[config.mk]
export PLATFORM = sky130hd
export DESIGN_NAME = mux2
export DESIGN_NICKNAME = d
export VERILOG_FILES = /design/src/rtl/mux2.sv
export SDC_FILE = /design/constraint.sdc
export NUM_CORES = 1
export LEC_CHECK = 0
export BUFFER_PORTS_ARGS = -buffer_cell sky130_fd_sc_hd__buf_2
export CAP_MARGIN = 0
export CORE_ASPECT_RATIO = 0.7
export CORE_UTILIZATION = 33
export DETAILED_ROUTE_END_ITERATION = 10
export HOLD_SLACK_MARGIN = 0.06
export PLACE_DENSITY = 0.7
export SYNTH_ARGS = -nofsm -noshare
export SYNTH_HDL_FRONTEND = slang
export SYNTH_SLANG_ARGS = --single-unit
[constraint.sdc]
create_clock -name clk -period 1.5 [get_ports clk]
set_input_delay 0.225 -clock clk [delete_from_list [all_inputs] [get_ports clk]]
set_output_delay 0.225 -clock clk [all_outputs]
set_load 0.005 [all_outputs]
[src/rtl/mux2.sv]
// Purpose : 2:1 data mux with registered side-outputs (y_q, sel_q) and a select-toggle counter.
// Latency : y is combinational (0 cycles); y_q / sel_q / toggle_cnt update 1 clk after their inputs.
// Backpressure: none; the mux output is always valid and the side-outputs never stall.
//
// Ports:
//   clk        - clock for the side-output registers only (may be left unconnected)
//   rst_n      - asynchronous active-low reset of the side-output registers
//   d0, d1     - WIDTH-bit data inputs, selected by s=0 / s=1
//   s          - select
//   y          - combinational mux output, independent of clk/rst_n/internal state
//   y_q        - y registered on the rising clk edge
//   sel_q      - s registered on the rising clk edge
//   toggle_cnt - 16-bit saturating count of edges where s differed from sel_q

module mux2 #(
    parameter int WIDTH = 32
) (
    input  logic             clk,
    input  logic             rst_n,
    input  logic [WIDTH-1:0] d0,
    input  logic [WIDTH-1:0] d1,
    input  logic             s,
    output logic [WIDTH-1:0] y,
    output logic [WIDTH-1:0] y_q,
    output logic             sel_q,
    output logic [15:0]      toggle_cnt
);

    // The conditional operator is used deliberately: with s unknown it merges
    // d0/d1 bitwise, giving the common value where they agree and X elsewhere.
    logic [WIDTH-1:0] w_y;
    assign w_y = s ? d1 : d0;
    assign y   = w_y;

    logic [WIDTH-1:0] r_y_q;
    logic             r_sel_q;
    logic [15:0]      r_toggle_cnt;

    // A toggle is a change of s relative to the value captured on the previous edge.
    logic w_toggle;
    logic w_cnt_sat;
    assign w_toggle  = s ^ r_sel_q;
    assign w_cnt_sat = &r_toggle_cnt;

    always_ff @(posedge clk or negedge rst_n) begin
        if (!rst_n) begin
            r_y_q        <= '0;
            r_sel_q      <= 1'b0;
            r_toggle_cnt <= 16'h0000;
        end else begin
            r_y_q   <= w_y;
            r_sel_q <= s;
            if (w_toggle && !w_cnt_sat) begin
                r_toggle_cnt <= r_toggle_cnt + 16'h0001;
            end
        end
    end

    // Side-outputs are taps only; nothing here feeds back into y.
    assign y_q        = r_y_q;
    assign sel_q      = r_sel_q;
    assign toggle_cnt = r_toggle_cnt;

endmodule

Word level (Yosys, flattened, before mapping)
Cells that the tools add are included.

$add $sub $neg: 1. Muxes and demuxes: 1. Bitwise operators: 1. Reductions and logical operators: 3.

Operators by type and width (number): $mux 32 (1); $add 16x1->16 const B (1); $reduce_and 16->1 (1); $logic_and 1x1->1 (1); $logic_not 1->1 (1); $xor 1x1->1 (1).

Register bits: 49. Input bits: 67.

Longest topological paths before layout
Word-level depth: 3. Mapped depth: 5.

Worst setup path after synthesis
No wires, ideal clock.

Path kind: flip-flop to flip-flop. From: register r_toggle_cnt[0] (netlist: toggle_cnt[0]). To: register r_toggle_cnt[10] (netlist: toggle_cnt[10]). Setup time: 0.079 ns. Data arrival time: 1.499 ns. Path slack: -0.078 ns. Stages on the path, launching flop included: 6. Path buffers: 0. Clock period less this slack: 1.578 ns. Path through: dfrtp_1 ha_1 nand3_1 or3_4 a211oi_2 xor2_1.

Cells in the longest elaborated chain, start to end: 3. Elaborated cells between the ends (all ways): 4. Those cells by class: add/sub (1); reduce/logical (3).

Ends and longest elaborated chain: start, declared (line 37) `logic [15:0] r_toggle_cnt;`; start signal, assigned (line 54) `r_toggle_cnt <= r_toggle_cnt + 16'h0001;`; branches (longest 3 deep; another with $add 16x1->16).

Several ways; the timed one is not identified. A chain may end at the register's enable or synchronous reset.

Worst setup path in the final report
From: register r_toggle_cnt[0] (netlist: toggle_cnt[0]). To: register r_toggle_cnt[1] (netlist: toggle_cnt[1]).

Same word-level chain as after synthesis.

==> metrics.cfg <==
[placed_design]
place.gp.congestion=0.7648
placed_cells=383
dp_hpwl_um=4259
placed_cell_area_um2=3064
port-buffer-count=147

[clocking]
htreeDepth=2
clock-sinks=49
cts_buffers=5
clock_latency_ps=300
clk_pin_slew_ps=100
cts_root_buffer=clkbuf_8
cts_tree=yes
cts_max_path_buffers=2

[worst_setup_path]
r2r_cells=5
path_cells=ha_4, and3_4, a41oi_4, buf_6, mux2_4
cp_max_fo=4
arrival_ps=1660
crit_path_top_delay_cell=dfrtp_1
slowest_delay_ps=410
cp.required_ps=1690
start_kind=flip-flop
worst-setup-path-type=reg2reg
endpoint_kind=flip-flop

[global_route]
first_global_vias=1695
grt_pass1_wl_um=8066
grt_max_degree=34
grt_usage=0.1687
grt_antenna_before_repair=0
grt_remaining_overflow=0

[sta]
setup_violations=0
min_period_ps=1469
fin_crit_sh=0.9794
hold_viol=0
hold_slack_ps=158.1
skew_ps=8.147
fmax_mhz=680.7
tightestPinTransition_ps=399.8
drv_slew=0
rsz0062_at_grt=yes
slew-limit-headroom=0.7335

[yosys]
syn-cell-area_um2=2029
yosysTopAreaCell=dfrtp_1
synth.avg_cell_area_um2=14.39
synth_top_area_frac=0.6042
syn_nets=209
synth_cell_types=27
synth-seq-cells=49
synth_cells=141
yosysWarnings=0
synthTopCellsByArea=dfrtp_1 (60%), mux2_2 (18%), xnor2_1 (3.5%), nand4_1 (1.8%), a41oi_4 (1.4%)
synth-seq-area-share=0.6042

[power_and_ir_drop]
total_power_uw=3529
power.internal_uw=2498
power_density_nw_per_um2=1093
comb_power_share=0.301
switching_power_uw=1031
p_clk_frac=0.237
p_sw_frac=0.2922
power_frac_seq=0.462
p_leak_uw=0.001639
peakVddDrop_mv=0.4780

[route]
drtAntennaViolNets=0
firstDrtPassIters=4
post_drt_wl_per_cell_um=13.41
drcViolationCount=0
wl_um=5272
vias_per_cell=4.524
dr_total_vias=1778
drtIter0Drc=51

[flow_run]
maxCapViolations=0

[floorplanning]
die_w_um=95.73
die_area_um2=6472
io_pins=148
start_util=0.3491
core_um2=5813
row_count=23
die_h_um=67.61

[finish]
nNetsFinal=385
final_cells=393
area.sequential_um2=1226
drive_gt1_frac=0.7013
design_area_um2=3227
antennaDiodeCount=0
finalCoreUtilization=0.5551
fillers=518
syn_to_final_growth_pct=59.00
multiInputGateArea_um2=833.3

[worst_hold_path]
min-delay-path-class=in2reg
min_path_cells=2

[outcome]
outcome=finished, final reports clean

[layer usage]
| layer | share of wire | track usage |
|---|---|---|
| met5 | 0 | 0 |
| met4 | 0.0085 | 0.05037 |
| met1 | 0.43 | 0.2192 |
| met2 | 0.50 | 0.2804 |
| met3 | 0.061 | 0.04167 |
[power by group through the flow]
| stage | combinational, uW | clock (uW) | sequential, uW |
|---|---|---|---|
| 3_5_place_dp | 1010 | 0 | 1640 |
| 3_3_place_gp | 1000 | 0 | 1640 |
| 5_1_grt | 1180 | 931 | 1660 |
| 2_1_floorplan | 345 | 0 | 1710 |
| 6_report | 1060 | 836 | 1630 |
| 4_1_cts | 1030 | 871 | 1620 |
[what timing repair did]
| action | CTS | global route |
|---|---|---|
| endpoints found under the hold margin | 15 | 0 |
| endpoints found under the setup margin | 6 | 8 |
| pin swaps | 2 | 5 |
| gates resized for setup | 2 | 5 |
| setup buffers | 0 | 1 |
| hold buffers | 1 | 0 |
[final timing paths]
path                            slack [ps]                    endpoint                       start
worst min-delay path                   160           y_q[21]$_DFF_PN0_                      d0[21]
worst max-delay path                    30   toggle_cnt[1]$_DFFE_PN0P_   toggle_cnt[0]$_DFFE_PN0P_
worst min register to register         560  toggle_cnt[15]$_DFFE_PN0P_  toggle_cnt[15]$_DFFE_PN0P_
min in group asynchronous              380             sel_q$_DFF_PN0_                       rst_n
max in group asynchronous              620            y_q[0]$_DFF_PN0_                       rst_n
worst max register to register          30   toggle_cnt[1]$_DFFE_PN0P_   toggle_cnt[0]$_DFFE_PN0P_
[stage by stage]
step	worst slack [ps]	setup TNS, ps
after global routing	-41.79	-58.88
after global placement	-16.82	-16.82
final	30.90	0
after floorplan	-66.42	-248.7
after detailed placement	-25.72	-44.64
after CTS	16.96	0
[sequential cells by signal, summed over array words and instances, names as in the netlist]
register    cells
toggle_cnt     16
y_q            32
sel_q           1
[layout by cell type, fill, tap and decap left out, types with 2 or more instances in the layout]
| cell | count |
|---|---|
| buf_2 | 147 |
| dfrtp_1 | 49 |
| mux2_2 | 32 |
| buf_4 | 22 |
| xnor2_1 | 8 |
| nand2_1 | 7 |
| nand4_1 | 6 |
| clkbuf_8 | 6 |
| and3_1 | 3 |
| nand3_1 | 3 |
| xor2_1 | 3 |
| nor2b_1 | 2 |
| and4_1 | 2 |
| nor3_1 | 2 |
| nor2_1 | 2 |
| a21oi_1 | 2 |
| buf_6 | 2 |
| buf_12 | 2 |
[synth_stat cells]
cell	number
dfrtp_1	49
a41oi_1	1
mux2_2	33
nor2b_1	2
nor2_1	2
buf_4	1
a31oi_1	1
or3_4	1
xor2_1	3
a41oi_4	1
a21oi_1	2
a211oi_2	1
nand4_1	6
nor4b_2	1
nand2_1	7
and3_1	4
a311oi_1	1
and4_1	3
mux2i_1	1
buf_2	1
xnor2_1	8
clkbuf_1	3
ha_1	1
nand3_1	4
xnor2_2	1
nor3_1	2
o21a_1	1
[kinds of logic after synthesis]
group | after synthesis | synth area share
multiplexers | 34 | 0.1880
buffers and inverters | 5 | 0.01171
adder cells (fa/ha/maj) | 1 | 0.006164
flip-flops | 49 | 0.6042
AO/OA/AOI/OAI | 8 | 0.04008
XOR/XNOR | 12 | 0.05549
AND/OR/NAND/NOR | 32 | 0.09433
[worst max-delay path, delay by kind of cell, from the launching register on]
family                     cells  cell delay [ps]
AOI/OAI and AO/OA              1              150
adders and majority gates      1              180
buffers and inverters          1              140
DFF                            1              410
muxes                          1              290
and+or+nand+nor                1              180
[layout make-up]
type,instances,share of cell area
tap,75,0.02908
clock buffer,6,0.02559
timing repair buffer,174,0.3017
multi-input combinational,87,0.2582
clock inverter,2,0.005428
sequential,49,0.3800
No activity file was read; power rests on OpenSTA's default activity.
